--- src/rtl/pedestrian_pkg.sv ---
// Shared definitions for the pedestrian crossing: button filter state encoding
// and default timing constants, also used by the light controller.
package pedestrian_pkg;

   localparam int unsigned DEBOUNCE_CYCLES_DEF = 4;
   localparam int unsigned HOLDOFF_CYCLES_DEF  = 8;

   typedef enum logic [2:0] {
      StIdle       = 3'd0,
      StDebPress   = 3'd1,
      StPressed    = 3'd2,
      StDebRelease = 3'd3,
      StHoldoff    = 3'd4
   } btn_state_e;

   // The debounced level is high while the button is considered held.
   function automatic logic is_level_state(input btn_state_e st);
      return (st == StPressed) || (st == StDebRelease);
   endfunction

endpackage

--- src/rtl/sync_2ff.sv ---
// Two-flop synchronizer for a single asynchronous bit.
module sync_2ff (
   input  logic clk,
   input  logic rst,
   input  logic d,
   output logic q
);

   logic meta_q;
   logic sync_q;

   // Shift the async input through two flops to settle metastability.
   always_ff @(posedge clk or posedge rst) begin
      if (rst) begin
         meta_q <= 1'b0;
         sync_q <= 1'b0;
      end else begin
         meta_q <= d;
         sync_q <= meta_q;
      end
   end

   assign q = sync_q;

endmodule

--- src/rtl/pedestrian_btn_filter.sv ---
// Debounce filter for the pedestrian push-button: synchronizes the raw input,
// qualifies presses and releases over DEBOUNCE_CYCLES stable samples, locks out
// input for HOLDOFF_CYCLES after a release, and counts accepted presses.
module pedestrian_btn_filter
   import pedestrian_pkg::*;
#(
   parameter int unsigned DEBOUNCE_CYCLES = DEBOUNCE_CYCLES_DEF,
   parameter int unsigned HOLDOFF_CYCLES  = HOLDOFF_CYCLES_DEF
) (
   input  logic       clk,
   input  logic       rst,
   input  logic       btn_raw,
   output logic       btn_pulse,
   output logic       btn_level,
   output logic [7:0] press_cnt
);

   localparam logic [7:0] DebLast  = 8'(DEBOUNCE_CYCLES - 1);
   localparam logic [7:0] HoldLast = 8'(HOLDOFF_CYCLES - 1);

   logic       s;
   btn_state_e state_q, state_d;
   logic [7:0] cnt_q, cnt_d;
   logic       pulse_q, pulse_d;
   logic       level_q, level_d;
   logic [7:0] press_cnt_q, press_cnt_d;

   sync_2ff u_sync (
      .clk (clk),
      .rst (rst),
      .d   (btn_raw),
      .q   (s)
   );

   // Next-state, shared counter and registered-output decode.
   always_comb begin
      state_d     = state_q;
      cnt_d       = cnt_q;
      pulse_d     = 1'b0;
      press_cnt_d = press_cnt_q;

      case (state_q)
         StIdle: begin
            if (s) begin
               state_d = StDebPress;
               cnt_d   = 8'd1;
            end
         end
         StDebPress: begin
            if (!s) begin
               state_d = StIdle;
               cnt_d   = 8'd0;
            end else if (cnt_q == DebLast) begin
               state_d = StPressed;
               cnt_d   = 8'd0;
               pulse_d = 1'b1;
            end else begin
               cnt_d = cnt_q + 8'd1;
            end
         end
         StPressed: begin
            if (!s) begin
               state_d = StDebRelease;
               cnt_d   = 8'd1;
            end
         end
         StDebRelease: begin
            // A bounce back high returns to the held state without a new pulse.
            if (s) begin
               state_d = StPressed;
               cnt_d   = 8'd0;
            end else if (cnt_q == DebLast) begin
               state_d = StHoldoff;
               cnt_d   = 8'd0;
            end else begin
               cnt_d = cnt_q + 8'd1;
            end
         end
         StHoldoff: begin
            // Input is deliberately ignored during the lockout.
            if (cnt_q == HoldLast) begin
               state_d = StIdle;
               cnt_d   = 8'd0;
            end else begin
               cnt_d = cnt_q + 8'd1;
            end
         end
         default: begin
            state_d = StIdle;
            cnt_d   = 8'd0;
         end
      endcase

      level_d = is_level_state(state_d);

      // Saturate rather than wrap so a stuck-high count stays meaningful.
      if (pulse_d && (press_cnt_q != 8'hFF)) begin
         press_cnt_d = press_cnt_q + 8'd1;
      end
   end

   // State, counter and all outputs are registered together.
   always_ff @(posedge clk or posedge rst) begin
      if (rst) begin
         state_q     <= StIdle;
         cnt_q       <= 8'd0;
         pulse_q     <= 1'b0;
         level_q     <= 1'b0;
         press_cnt_q <= 8'd0;
      end else begin
         state_q     <= state_d;
         cnt_q       <= cnt_d;
         pulse_q     <= pulse_d;
         level_q     <= level_d;
         press_cnt_q <= press_cnt_d;
      end
   end

   assign btn_pulse = pulse_q;
   assign btn_level = level_q;
   assign press_cnt = press_cnt_q;

endmodule

--- config.mk ---
export PLATFORM = sky130hd
export DESIGN_NAME = pedestrian_btn_filter
export DESIGN_NICKNAME = d
export VERILOG_FILES = /design/src/rtl/pedestrian_pkg.sv /design/src/rtl/sync_2ff.sv /design/src/rtl/pedestrian_btn_filter.sv
export SDC_FILE = /design/constraint.sdc
export NUM_CORES = 1
export LEC_CHECK = 0
export BUFFER_PORTS_ARGS = -buffer_cell sky130_fd_sc_hd__buf_2
export CAP_MARGIN = 20
export CELL_PAD_IN_SITES_DETAIL_PLACEMENT = 0
export CELL_PAD_IN_SITES_GLOBAL_PLACEMENT = 1
export CORE_MARGIN = 2
export CORE_UTILIZATION = 41
export CTS_CLUSTER_DIAMETER = 150
export DETAILED_ROUTE_END_ITERATION = 10
export PLACE_DENSITY = 0.85
export SLEW_MARGIN = 15
export SYNTH_ARGS = -nofsm -noshare
export SYNTH_HDL_FRONTEND = slang
export SYNTH_SLANG_ARGS = --single-unit
--- constraint.sdc ---
create_clock -name clk -period 2.06 [get_ports clk]
set_clock_uncertainty 0.05 [all_clocks]
set_input_delay 0.412 -clock clk [delete_from_list [all_inputs] [get_ports clk]]
set_output_delay 0.412 -clock clk [all_outputs]
set_load 0.02 [all_outputs]
---- Yosys cells after proc, flatten, opt, wreduce, memory -nomap -nowiden ----
Index checks and enable logic that the tools add are counted.
storage, ports and cells
  register bits ........................... 23
  input bits .............................. 3
  output and inout bits ................... 10
  logic and storage cells ................. 42
operators by class
  add/sub/neg operators ................... 2
  equality and inequality tests ........... 11
  mux-type cells .......................... 18
  reduce and logical (&&, ||, !) cells .... 4
operators by type and width
  cell                                                             count
  8-bit 2-to-1 mux                                                 6
  8-bit one-hot mux with 5 select lines                            1
  3-bit 2-to-1 mux                                                 7
  8-bit by 1-bit adder with 8-bit output, second input constant    2
  3-bit one-hot mux with 5 select lines                            1
  3-bit by 2-bit == test with 1-bit output, second input constant  4
  8-bit by 2-bit == test with 1-bit output, second input constant  1
  8-bit by 3-bit == test with 1-bit output, second input constant  1
  8-bit != test, second input constant                             1
  3-bit by 1-bit == test with 1-bit output, second input constant  1
  3-bit == test, second input constant                             1
  3-bit logical NOT                                                1
  1-bit 2-to-1 mux                                                 3
  2-bit by 1-bit != test with 1-bit output, second input constant  1
  2-bit != test, second input constant                             1
  2-bit AND reduction                                              1
  1-bit logical AND                                                1
  1-bit logical OR                                                 1

---- Depth between registers and ports, before layout ----
  depth in word-level cells ............... 6
  gate-level depth with buffers ........... 5
  depth with buffers taken out ............ 5

---- Cells and area by module ----
From an unflattened synthesis, not the netlist that was laid out.
second synthesis, totals
  cells, all modules ...................... 115
  area total of the unflattened synthesis .. 1,191.1 µm²
modules (own cells, without submodules)
  module                 times used  cells an instance  area an instance (µm²)
  pedestrian_btn_filter  1           112                1,137.3
  sync_2ff               1           3                  53.8

---- Worst setup path after synthesis ----
No wires, ideal clock.
  path kind ............................... reg2reg
  start ................................... register cnt_q[4]
  end ..................................... register cnt_q[1]
  library setup time ...................... 121 ps
  arrival time ............................ 1,766 ps
  path slack .............................. 123 ps
  cell stages (with the launch flop) ...... 6
  path buffers ............................ 1
  clock period less this slack ............ 1,937 ps
  cell sequence ........................... dfrtp_1 or4_1 buf_2 or2_4 a221o_1 a22o_1
between the ends
  cells in the longest elaborated chain, start to end .. 4
ends and longest elaborated chain
  item                                       line                                                      source
  from (decl)                                pedestrian_btn_filter.sv:23                               logic [7:0] cnt_q, cnt_d;
  from (signal assigned)                     pedestrian_btn_filter.sv:112                              cnt_q <= cnt_d;
  8-bit by 2-bit == test with 1-bit output   pedestrian_btn_filter.sv:53, pedestrian_btn_filter.sv:72
  8-bit 2-to-1 mux                           pedestrian_btn_filter.sv:53, pedestrian_btn_filter.sv:72
  8-bit 2-to-1 mux (on tied branches)        pedestrian_btn_filter.sv:69, pedestrian_btn_filter.sv:50
  8-bit one-hot mux with 5 select lines (*)  pedestrian_btn_filter.sv:42                               case (state_q)
Mark *: on every way between the ends. The rest lies on a longest branch, timed or not.
A chain may end at the register's enable or synchronous reset.

---- Worst setup path in the final report ----
  start ................................... register cnt_q[1]
  end ..................................... register cnt_q[1]
between the ends
  cells in the longest elaborated chain, start to end .. 4
ends and longest elaborated chain
  item                                                                                                line
  8-bit by 1-bit adder with 8-bit output or 8-bit by 2-bit == test with 1-bit output (tied branches)  n/a
  8-bit 2-to-1 mux                                                                                    pedestrian_btn_filter.sv:53, pedestrian_btn_filter.sv:72
  8-bit 2-to-1 mux (on tied branches)                                                                 pedestrian_btn_filter.sv:69, pedestrian_btn_filter.sv:50
  8-bit one-hot mux with 5 select lines (*)                                                           pedestrian_btn_filter.sv:42
Marks and branches as above.

==> results_dict.tcl <==
set metrics [dict create \
    cp-end-kind "flip-flop" \
    wl_per_cell_um 14.21 \
    synth_commonest_cells "dfrtp_1, xnor2_1, nand4_1, nor2_1" \
    post-route-drc-count 0 \
    synthDistinctLibCells 49 \
    status "finished clean" \
    critPathBufInv 0 \
    power_frac_comb_pct 38.6 \
    synth_seq_cells 23 \
    yosys_warnings 0 \
    reg2reg_depth 5 \
    synth_top_cell_by_area "dfrtp_1" \
    worst_pin_slew_ps 418.9 \
    power.density_nw_per_um2 898.0 \
    arrival_ps 2160 \
    layout_setup_ws_ps 125.3 \
    grt-ovfl-total 0 \
    grt_pass1_wl_um 4650 \
    finalPower_mw 1.346 \
    tritoncts "built" \
    slew_headroom_pct 71.70 \
    rows 20 \
    fin_nets 149 \
    ys_seq_area_share_pct 44.06 \
    synthesis.area_um2 1306 \
    fin_crit_ps 1935 \
    synth_nets 128 \
    async_flop_share_pct 100.0 \
    synthCells 123 \
    reg2reg_slack_ps 130 \
    power_switching_uw 539.8 \
    place.gp.congestion 0.8584 \
    hold-worst-slack_ps 85.21 \
    initial_core_util_pct 42.79 \
    vdd.ir_drop.worst_uv 785.7 \
    final_util_pct 49.10 \
    synth_edf_count 0 \
    sequentialPowerShare_pct 44.9 \
    p_int_uw 806.2 \
    yosysTopAreaCellShare_pct 44.06 \
    synth_ff_type "dfrtp_1" \
    totalWireLength_um 2657 \
    h-tree-depth 1 \
    port_buffers 12 \
    antenna_found_initial 0 \
    regToRegStartpoint "cnt_q[1]" \
    finalSetupViolations 0 \
    placed_cells 183 \
    drt_iter0_drc 29 \
    grt_use_total_pct 17.26 \
    slowest_delay_ps 500 \
    cts-root-buf "clkbuf_4" \
    cp.required_ps 2280 \
    dp_hpwl_um 1959 \
    stdcell_count 187 \
    io_pins 13 \
    grt_pass1_vias 1004 \
    dp_slack_ps 163.3 \
    fmax_mhz 516.9 \
    die_y_um 60.45 \
    core-area_um2 3053 \
    yosys.cell_count.top_type "dfrtp_1" \
    synthToLayoutAreaGrowth_pct 14.75 \
    synth.top_cells.by_area "dfrtp_1, xnor2_1, nand4_1" \
    slew_violations 0 \
    cts_buffer_depth 2 \
    num_antenna_cells 0 \
    cp_top_family "compound AO/OA/AOI/OAI gates" \
    grt_max_degree 24 \
    crit_type "flip-flop to flip-flop" \
    synth.avg_cell_area_um2 10.62 \
    cts_buffers 3 \
    setup_tns_ps 0 \
    clkTransAtPathRegs_ps 130 \
    r2r_end "cnt_q[1]" \
    fp.dieArea_um2 3654 \
    ctsHoldBuffers 0 \
    viasPerCell 5.540 \
    drive_above_1_share_pct 27.27 \
    stdcell_area_um2 1499 \
    dpl_cell_area_um2 1471 \
    maxCapViolCount 0 \
    p_leak_nw 0.6679 \
    worstPathMaxFanout 4 \
    die_x_um 60.45 \
    slowest_stage "or4bb_1" \
    rsz0062_at_grt "no" \
    start_kind "flip-flop" \
    p_clk_share_pct 16.4 \
    dr.pass1.iters 4 \
    routed-via-count 1036 \
    hp-class "primary input to async pin" \
    sw_frac_of_total_pct 40.10 \
    clock_sinks 23 \
    ant_nets 0 \
    clk_latency_ps 320 \
    layout_worst_path_cycle_share_pct 93.92 \
    hold_viol 0 \
    cts_resized 0 \
    crit_chain "ha_1, or4bb_1, a41oi_1, a221o_1, a22o_1" \
    postCtsSetupRepairBufs 0 \
]
-- placed cells by master, fill, tap and decap left out, drive strengths merged, types with 2 or more instances in the layout --
cell type | synthesis | final
buf | 6 | 24
dfrtp | 23 | 23
xnor2 | 7 | 7
nand4 | 6 | 6
nor2 | 6 | 6
nand3 | 6 | 6
inv | 5 | 5
a21oi | 5 | 5
xor2 | 5 | 5
nor3 | 4 | 4
nand2 | 3 | 3
and3 | 3 | 3
o2111ai | 3 | 3
clkbuf | 2 | 3
o21ai | 3 | 3
or4 | 2 | 2
nor4 | 2 | 2
a41oi | 2 | 2
mux2i | 2 | 2
a21o | 2 | 2
a22o | 2 | 2
ha | 2 | 2
or2 | 2 | 2
or3b | 2 | 2
-- flip-flops by register name, summed over array words and instances, names as in the netlist --
register / flops
u_sync.meta_q: 1
cnt_q: 8
press_cnt: 8
btn_level: 1
u_sync.q: 1
state_q: 3
btn_pulse: 1
-- tightest hold or removal path: cells and delay by family --
| family | cells | cell delay (ps) |
|---|---|---|
| buffers and inverters | 3 | 450 |
-- logic make-up after synthesis --
group | after synthesis | synth area share [%]
DFF | 23 | 44.06
buffers and inverters | 13 | 4.502
adders and majority gates | 2 | 1.915
muxes | 3 | 2.395
AOI/OAI and AO/OA | 27 | 16.57
and+or+nand+nor | 43 | 21.94
xor gates and xnor gates | 12 | 8.621
-- power groups by stage --
stage	clock (mW)	sequential [mW]	combinational, mW
after floorplan	0	0.603	0.384
after global placement	0	0.611	0.508
after detailed placement	0	0.613	0.518
after CTS	0.224	0.603	0.521
after global routing	0.243	0.620	0.580
final	0.221	0.605	0.520
-- area by class of cell --
| class | count | area, um2 |
|---|---|---|
| Multi-Input combinational cell | 87 | 671.9 |
| Clock inverter | 1 | 5.005 |
| Tap cell | 44 | 55.05 |
| Clock buffer | 3 | 22.52 |
| Timing Repair Buffer | 24 | 150.1 |
| Sequential cell | 23 | 575.6 |
| Fill cell | 301 | 1554 |
| Inverter | 5 | 18.77 |
-- worst max-delay path by stage --
stage,startpoint,to,slack (ps),depth (start not counted)
after detailed placement,cnt_q[1],cnt_q[1],160,5
final,cnt_q[1],cnt_q[1],130,5
after floorplan,cnt_q[4],cnt_q[1],120,5
after global routing,cnt_q[6],press_cnt[2],30,6
after global placement,cnt_q[1],cnt_q[1],150,5
after CTS,cnt_q[1],cnt_q[1],110,5
-- metal layers --
layer	routed length, um	up-vias	part of all wire, %	global-route usage [%]
met2	1270	29	48	27.02
met3	111	4	4.2	4.691
met1	1244	502	47	23.47
li1	-	501	-	-
met5	0	-	0	0
met4	30	0	1.1	5.590
Note: power is estimated with default switching activity, not from simulation.
